--- config.mk ---
export PLATFORM = sky130hd
export DESIGN_NAME = mxint_block_pack
export DESIGN_NICKNAME = d
export VERILOG_FILES = /design/src/rtl/mxint_pkg.sv /design/src/rtl/mxint_exp_max_tree.sv /design/src/rtl/mxint_block_pack.sv
export SDC_FILE = /design/constraint.sdc
export NUM_CORES = 1
export LEC_CHECK = 0
export ABC_CLOCK_PERIOD_IN_PS = 19000
export CAP_MARGIN = 5
export CORE_UTILIZATION = 55
export CTS_CLUSTER_DIAMETER = 120
export CTS_CLUSTER_SIZE = 8
export DETAILED_ROUTE_END_ITERATION = 8
export GPL_ROUTABILITY_DRIVEN = 0
export PLACE_DENSITY_LB_ADDON = 0.3
export REMOVE_ABC_BUFFERS = 1
export SLEW_MARGIN = 20
export SYNTH_ARGS = -nofsm -noshare
export SYNTH_HDL_FRONTEND = slang
export SYNTH_HIERARCHICAL = 1
export SYNTH_SLANG_ARGS = --single-unit
--- constraint.sdc ---
create_clock -name clk -period 19 [get_ports clk]
set_input_delay 2.85 -clock clk [delete_from_list [all_inputs] [get_ports clk]]
set_output_delay 2.85 -clock clk [all_outputs]
set_load 0.005 [all_outputs]
--- src/rtl/mxint_pkg.sv ---
// Shared MXINT helpers: shift-amount width, saturation bounds and lane exponent type.
package mxint_pkg;

  localparam int unsigned MxintExpWidth = 4;

  typedef logic signed [MxintExpWidth-1:0] mxint_exp_t;

  // Wide enough for (emax - e) plus the fixed fractional realignment.
  function automatic int unsigned mxint_pack_shift_width(input int unsigned in_exp_w,
                                                         input int unsigned in_man_w);
    return $clog2((1 << in_exp_w) + in_man_w) + 1;
  endfunction

  function automatic int mxint_sat_max(input int unsigned w);
    return (1 << (w - 1)) - 1;
  endfunction

  function automatic int mxint_sat_min(input int unsigned w);
    return -(1 << (w - 1));
  endfunction

endpackage

--- src/rtl/mxint_exp_max_tree.sv ---
// Combinational signed max over BLOCK_SIZE exponents, built as a log-depth comparator tree.
module mxint_exp_max_tree #(
  parameter int unsigned BLOCK_SIZE = 16,
  parameter int unsigned EXP_WIDTH  = 4
) (
  input  logic signed [EXP_WIDTH-1:0] exp_in [BLOCK_SIZE],
  output logic signed [EXP_WIDTH-1:0] exp_max
);

  localparam int unsigned Levels = (BLOCK_SIZE > 1) ? $clog2(BLOCK_SIZE) : 0;
  localparam int unsigned Leaves = 1 << Levels;
  // Padding leaves hold the most negative exponent so they never win.
  localparam logic signed [EXP_WIDTH-1:0] ExpMin = {1'b1, {(EXP_WIDTH - 1){1'b0}}};

  for (genvar l = 0; l <= Levels; l++) begin : g_lvl
    localparam int unsigned Nodes = Leaves >> l;
    logic signed [EXP_WIDTH-1:0] node [Nodes];
    for (genvar n = 0; n < Nodes; n++) begin : g_node
      if (l == 0) begin : g_leaf
        if (n < BLOCK_SIZE) begin : g_in
          assign node[n] = exp_in[n];
        end else begin : g_pad
          assign node[n] = ExpMin;
        end
      end else begin : g_cmp
        assign node[n] = (g_lvl[l-1].node[2*n] > g_lvl[l-1].node[2*n+1]) ?
                         g_lvl[l-1].node[2*n] : g_lvl[l-1].node[2*n+1];
      end
    end
  end

  assign exp_max = g_lvl[Levels].node[0];

endmodule

--- src/rtl/mxint_block_pack.sv ---
// Two-stage elastic MXINT block packer: shared-exponent max, then per-lane align/round/saturate.
// Define MXINT_PACK_ROUND_EN for round-half-up; otherwise lanes truncate (floor).
module mxint_block_pack
  import mxint_pkg::*;
#(
  parameter int unsigned BLOCK_SIZE             = 16,
  parameter int unsigned DATA_IN_MAN_WIDTH      = 10,
  parameter int unsigned DATA_IN_MAN_FRAC_WIDTH = 8,
  parameter int unsigned DATA_IN_EXP_WIDTH      = 4,
  parameter int unsigned DATA_OUT_MAN_WIDTH     = 8,
  parameter int unsigned DATA_OUT_EXP_WIDTH     = 5
) (
  input  logic                                 clk,
  input  logic                                 rst,
  input  logic signed [DATA_IN_MAN_WIDTH-1:0]  mdata_in_0 [BLOCK_SIZE],
  input  logic signed [DATA_IN_EXP_WIDTH-1:0]  edata_in_0 [BLOCK_SIZE],
  input  logic                                 data_in_0_valid,
  output logic                                 data_in_0_ready,
  output logic signed [DATA_OUT_MAN_WIDTH-1:0] mdata_out_0 [BLOCK_SIZE],
  output logic signed [DATA_OUT_EXP_WIDTH-1:0] edata_out_0,
  output logic                                 data_out_0_valid,
  input  logic                                 data_out_0_ready
);

  localparam int unsigned MW       = DATA_IN_MAN_WIDTH;
  localparam int unsigned EW       = DATA_IN_EXP_WIDTH;
  localparam int unsigned OW       = DATA_OUT_MAN_WIDTH;
  localparam int unsigned ShiftW   = mxint_pack_shift_width(EW, MW);
  localparam int unsigned FracDiff = DATA_IN_MAN_FRAC_WIDTH - (OW - 2);
  localparam int          SatMax   = mxint_sat_max(OW);
  localparam int          SatMin   = mxint_sat_min(OW);

  localparam logic signed [MW:0]   WideHi = (MW + 1)'(SatMax);
  localparam logic signed [MW:0]   WideLo = (MW + 1)'(SatMin);
  localparam logic signed [OW-1:0] OutHi  = OW'(SatMax);
  localparam logic signed [OW-1:0] OutLo  = OW'(SatMin);

  logic v1, v2, ld1, ld2;
  logic signed [EW-1:0] emax_c, emax1;
  logic signed [MW-1:0] m1 [BLOCK_SIZE];
  logic signed [EW-1:0] e1 [BLOCK_SIZE];
  logic signed [OW-1:0] lane_d [BLOCK_SIZE];

  assign ld2              = ~v2 | data_out_0_ready;
  assign ld1              = ~v1 | ld2;
  assign data_in_0_ready  = ld1;
  assign data_out_0_valid = v2;

  mxint_exp_max_tree #(
    .BLOCK_SIZE(BLOCK_SIZE),
    .EXP_WIDTH (EW)
  ) u_exp_max (
    .exp_in (edata_in_0),
    .exp_max(emax_c)
  );

  always_ff @(posedge clk) begin
    if (rst) begin
      v1          <= 1'b0;
      v2          <= 1'b0;
      emax1       <= '0;
      edata_out_0 <= '0;
      for (int i = 0; i < BLOCK_SIZE; i++) begin
        m1[i]          <= '0;
        e1[i]          <= '0;
        mdata_out_0[i] <= '0;
      end
    end else begin
      if (ld1) begin
        v1 <= data_in_0_valid;
        if (data_in_0_valid) begin
          emax1 <= emax_c;
          m1    <= mdata_in_0;
          e1    <= edata_in_0;
        end
      end
      if (ld2) begin
        v2 <= v1;
        if (v1) begin
          mdata_out_0 <= lane_d;
          edata_out_0 <= DATA_OUT_EXP_WIDTH'(emax1);
        end
      end
    end
  end

  for (genvar i = 0; i < BLOCK_SIZE; i++) begin : g_lane
    logic signed [EW:0]   gap;
    logic [ShiftW-1:0]    d, sh;
    logic signed [MW-1:0] base;
    logic signed [MW:0]   wide;

    assign gap = {emax1[EW-1], emax1} - {e1[i][EW-1], e1[i]};
    assign d   = ShiftW'(gap) + ShiftW'(FracDiff);
    // Clamping at MW already yields pure sign bits, so larger shifts add nothing.
    assign sh  = (d >= ShiftW'(MW)) ? ShiftW'(MW) : d;

`ifdef MXINT_PACK_ROUND_EN
    logic signed [MW-1:0] pre;
    logic                 rbit;

    // Shift by sh-1 first so the last bit shifted out is the rounding bit.
    always_comb begin
      pre  = m1[i];
      base = m1[i];
      rbit = 1'b0;
      if (sh != '0) begin
        pre  = m1[i] >>> (sh - ShiftW'(1));
        base = pre >>> 1;
        rbit = pre[0];
      end
      wide = {base[MW-1], base} + {{MW{1'b0}}, rbit};
    end
`else
    assign base = m1[i] >>> sh;
    assign wide = {base[MW-1], base};
`endif

    assign lane_d[i] = (wide > WideHi) ? OutHi :
                       (wide < WideLo) ? OutLo : wide[OW-1:0];
  end

endmodule

== After elaboration in Yosys (flattened, before gate mapping) ==
Index checks and enable logic that the tools add are counted.

* Add/subtract/negate cells: 32
* $lt $le $gt $ge: 63
* Shift operators: 16
* Muxes and demuxes: 63
* Bitwise logic cells: 4
* Reductions and logical operators: 2

{| class="wikitable"
|+ Operator list
! kind !! count
|-
| $mux 8 || 32
|-
| $gt 10x8->1 const B || 16
|-
| $lt 10x8->1 const B || 16
|-
| $sshr 10x6->10 || 16
|-
| $add 5x3->6 const B || 16
|-
| $ge 6x4->1 const B || 16
|-
| $mux 6 || 16
|-
| $sub 4x4->5 || 16
|-
| $gt 4x4->1 || 15
|-
| $mux 4 || 15
|-
| $reduce_and 2->1 || 2
|-
| $not 1->1 || 2
|-
| $or 1x1->1 || 2
|}

* Register bits: 362
* Input port bits: 228
* Word-level logic and storage cells: 232

== Logic depth before layout (Yosys ltp) ==
* Depth after elaboration: 8
* Gate-level depth with buffers: 35
* Depth with buffers taken out: 35

== Modules after synthesis ==
The synthesis kept the hierarchy.

{| class="wikitable"
|+ By module, submodules not included
! module !! times used !! cells an instance !! area each (µm²) !! seq. area each (µm²)
|-
| mxint_block_pack || 1 || 3158 || 23735.3 || 7247.0
|-
| mxint_exp_max_tree || 1 || 390 || 2902.8 || 0.0
|}

== Least setup slack after synthesis ==
No wires, ideal clock.

* Kind: input to register
* Start point: input edata_in_0[57] (netlist bit)
* End point: register emax1[2]
* Library setup time: 0.070 ns
* Arrival time: 8.299 ns
* Data required time: 18.930 ns
* Setup slack: 10.630 ns
* Cell stages on the path: 31
* Buffers on the path: 0
* Cell sequence: inv_1 -> ha_1 -> nor2b_1 -> o21ai_0 -> nand2_1 -> a31oi_1 -> mux2i_1 -> inv_1 -> ha_1 -> nand2_1 -> or3b_2 -> a31oi_1 -> mux2i_1 -> ha_1 -> nand2_1 -> o22ai_1 -> a21o_1 -> nand2b_1 -> a22oi_2 -> o21ai_2 -> mux2_1 -> ha_1 -> o21ai_0 -> a32oi_1 -> nand2_1 -> o21ai_2 -> and2_1 -> o21ai_0 -> o211ai_2 -> nand2_1 -> a21oi_1

* Cells in the longest elaborated chain, start to end: 8

{| class="wikitable"
|+ RTL lines
! what !! line !! text
|-
| from (decl) || mxint_block_pack.sv:16 || <nowiki>input logic signed [DATA_IN_EXP_WIDTH-1:0] edata_in_0 [BLOCK_SIZE],</nowiki>
|-
| $gt 4x4->1 || mxint_exp_max_tree.sv:26 || <nowiki>assign node[n] = (g_lvl[l-1].node[2*n] > g_lvl[l-1].node[2*n+1]) ?</nowiki>
|-
| $mux 4 * || mxint_exp_max_tree.sv:26 ||
|-
| $gt 4x4->1 || mxint_exp_max_tree.sv:26 ||
|-
| $mux 4 * || mxint_exp_max_tree.sv:26 ||
|-
| $gt 4x4->1 || mxint_exp_max_tree.sv:26 ||
|-
| $mux 4 * || mxint_exp_max_tree.sv:26 ||
|-
| $gt 4x4->1 || mxint_exp_max_tree.sv:26 ||
|-
| $mux 4 * || mxint_exp_max_tree.sv:26 ||
|-
| named net emax_c[2] || mxint_block_pack.sv:39 || <nowiki>logic signed [EW-1:0] emax_c, emax1;</nowiki>
|-
| to (signal assigned) || mxint_block_pack.sv:72 || <nowiki>emax1 <= emax_c;</nowiki>
|-
| to (decl) || mxint_block_pack.sv:39 ||
|}

The timed path passes the listed nets; every way through them passes the cells marked *.
A chain may end at the register's enable or synchronous reset.

== Worst setup path after layout ==
Same ends and word-level chain as after synthesis.

==> flow_metrics.tcl <==
set metrics [dict create \
    status "complete, no violations" \
    grt_pass1_wl_mm 126 \
    drt_iter0_drc 2104 \
    maxCapViolCount 0 \
    reg2reg_slack_ns 14.49 \
    critPathLaunchType "primary input" \
    cts_root_buf "clkbuf_16" \
    core_area_sq_um 47700 \
    synthDistinctLibCells 115 \
    p_leak_nw 12.6 \
    syn_inst 3548 \
    ios 363 \
    die_h_um 222 \
    routed_wl_mm 78.2 \
    grt.met1_usage 0.399 \
    post_dp_cell_area_sq_um 30400 \
    powerDensity_nw_per_um2 115 \
    skew_ns 0.0143 \
    critPathCaptureType "register" \
    synth_area_leader_cell "dfxtp_1" \
    cts_setup_buffers 0 \
    setup_ws_ns 9.84 \
    grt.met2_usage 0.511 \
    synth.top_cells.by_count "nand2_1, a21oi_1, dfxtp_1, nor2_1, inv_1" \
    track_usage 0.308 \
    required_ns 19.51 \
    finalSetupViolations 0 \
    worstReg2RegStart "emax1[1]" \
    fmax_mhz 109 \
    fillers 4166 \
    ys_top_cells_by_area "dfxtp_1, nand2_1, ha_1" \
    layout.nets 4200 \
    synth-main-ff-cell "dfxtp_1" \
    dpl.cell_count 4337 \
    yosysSeqAreaShare 0.272 \
    grtUsageMet3 0.0522 \
    die_area_sq_um 49300 \
    clock_latency_ns 0.59 \
    crit_path_top_delay_cell "clkdlybuf4s50_1" \
    yosysMostFrequentCell "nand2_1" \
    drtAntennaViolNets 0 \
    arrival_ns 9.68 \
    finalCriticalPeriod_ns 9.16 \
    top_usage_layer "met2" \
    portBuffers 362 \
    std_cell_rows 80 \
    grt_max_degree 161 \
    r2r.worst_path.cells 13 \
    clkTransAtPathRegs_ns 0.05 \
    synth_edf_count 0 \
    cts_hold_buf 0 \
    holdWs_ns 0.451 \
    viasPerCell 6.05 \
    timing.slew.headroom 0.248 \
    final_cell_area_sq_um 31800 \
    grt_pass1_vias 24907 \
    critPathMaxFanout 10 \
    fin_total_pwr_mw 3.65 \
    r2r_end "mdata_out_0[72]" \
    hp-class "reg -> reg" \
    crit_start "edata_in_0[57]" \
    drc 0 \
    setup_tns_ns 0 \
    crit_type "in -> reg" \
    worstMarginPinSlew_ns 1.13 \
    ys_ff_latch 362 \
    clock-sinks 362 \
    avgRoutedWirePerCell_um 17.8 \
    final_util 0.666 \
    cts_buffers 51 \
    drt_pass1_iterations 5 \
    dieWidth_um 222 \
    crit_top_cell "nand2_1" \
    vias 26601 \
    drv_slew 0 \
    rsz0062_at_grt "false" \
    cts_resized 0 \
    syn-cell-area_sq_um 26600 \
    dp_hpwl_mm 55.3 \
    area_delta_synth_final_pct 19.3 \
    yosysWarnings 6 \
    drive_gt1_frac 0.0545 \
    cp-endpoint "emax1[2]" \
    min_period_over_period 0.482 \
    synth.top_cell.area_share 0.272 \
    antenna_found_initial 9 \
    synthArstFlopShare 0 \
    clk_path_buf_depth 3 \
    hold_viol_final 0 \
    avgSynthCellArea_sq_um 7.51 \
    preCtsSetupSlack_ns 9.32 \
    fin_cells 4398 \
    h-tree-depth 2 \
    cts_tree "yes" \
    initial_utilization 0.558 \
    grt_overflow_total 0 \
    peakVddDrop_uv 75.4 \
    critPathMaxStageDelay_ns 0.52 \
]
worst min path at each step:
stage                               start  slack, ns  depth (start not counted)         endpoint
after floorplan                    m1[50]       0.43                          2           m1[50]
after global placement    mdata_out_0[71]       0.44                          2  mdata_out_0[71]
after detailed placement  mdata_out_0[15]       0.45                          2  mdata_out_0[15]
after CTS                 mdata_out_0[15]       0.45                          2  mdata_out_0[15]
after global routing      mdata_out_0[87]       0.47                          2  mdata_out_0[87]
final                     mdata_out_0[87]       0.45                          2  mdata_out_0[87]
where the power goes:
part	internal (mW)	switching [mW]
registers	0.821	0.0583
clock network	0.483	0.330
logic	0.794	1.17
layout by cell type (no fill, tap or decap), types with 46 or more instances in the layout:
cell / count
o21ai_0: 131
inv_1: 181
a21oi_1: 403
nor2_1: 230
o22ai_1: 46
nand2_1: 715
ha_1: 180
mux2i_1: 159
dfxtp_1: 360
a211oi_1: 50
a31oi_1: 48
clkbuf_16: 53
nor3_1: 50
nand3_1: 62
clkdlybuf4s50_1: 361
critical path: cells and delay by family:
kind                     cells  cell delay [ns]
AO/OA/AOI/OAI               13             2.45
adder cells (fa/ha/maj)      4             1.28
multiplexers                 3             1.07
AND/OR/NAND/NOR              9             1.38
buffers and inverters        3             0.66
final cells by class:
| type | count | area (sq um) | area share |
|---|---|---|---|
| Antenna cell | 6 | 15.0 | 0.000472 |
| Clock buffer | 53 | 1330 | 0.0417 |
| Clock inverter | 1 | 8.76 | 0.000276 |
| Inverter | 182 | 683 | 0.0215 |
| Multi-Input combinational cell | 2797 | 17900 | 0.564 |
| Sequential cell | 362 | 7250 | 0.228 |
| Tap cell | 615 | 769 | 0.0242 |
| Timing Repair Buffer | 382 | 3790 | 0.119 |
logic make-up (layout without fill, tap and decap cells):
| group | count (synthesis) | in the layout | share of synthesized area |
|---|---|---|---|
| AO/OA/AOI/OAI | 1053 | 1053 | 0.259 |
| adder cells (fa/ha/maj) | 197 | 197 | 0.0969 |
| flip-flops | 362 | 362 | 0.272 |
| multiplexers | 220 | 220 | 0.0887 |
| AND/OR/NAND/NOR | 1281 | 1281 | 0.212 |
| other | 0 | 6 | 0 |
| buffers and inverters | 389 | 618 | 0.0558 |
| XOR/XNOR | 46 | 46 | 0.0154 |
registers in the layout, summed over array words and instances, names as in the netlist:
register / flops
edata_out_0: 4
e1: 64
m1: 160
mdata_out_0: 128
emax1: 4
data_out_0_valid: 1
v1: 1
layer usage:
layer,share of wire,vias to the layer above,routed length [um]
li1,-,13113,-
met1,0.44,12363,34100
met2,0.46,938,36100
met3,0.070,179,5490
met4,0.032,8,2510
met5,0.00073,-,57
Power figures use the tool's default switching activity.
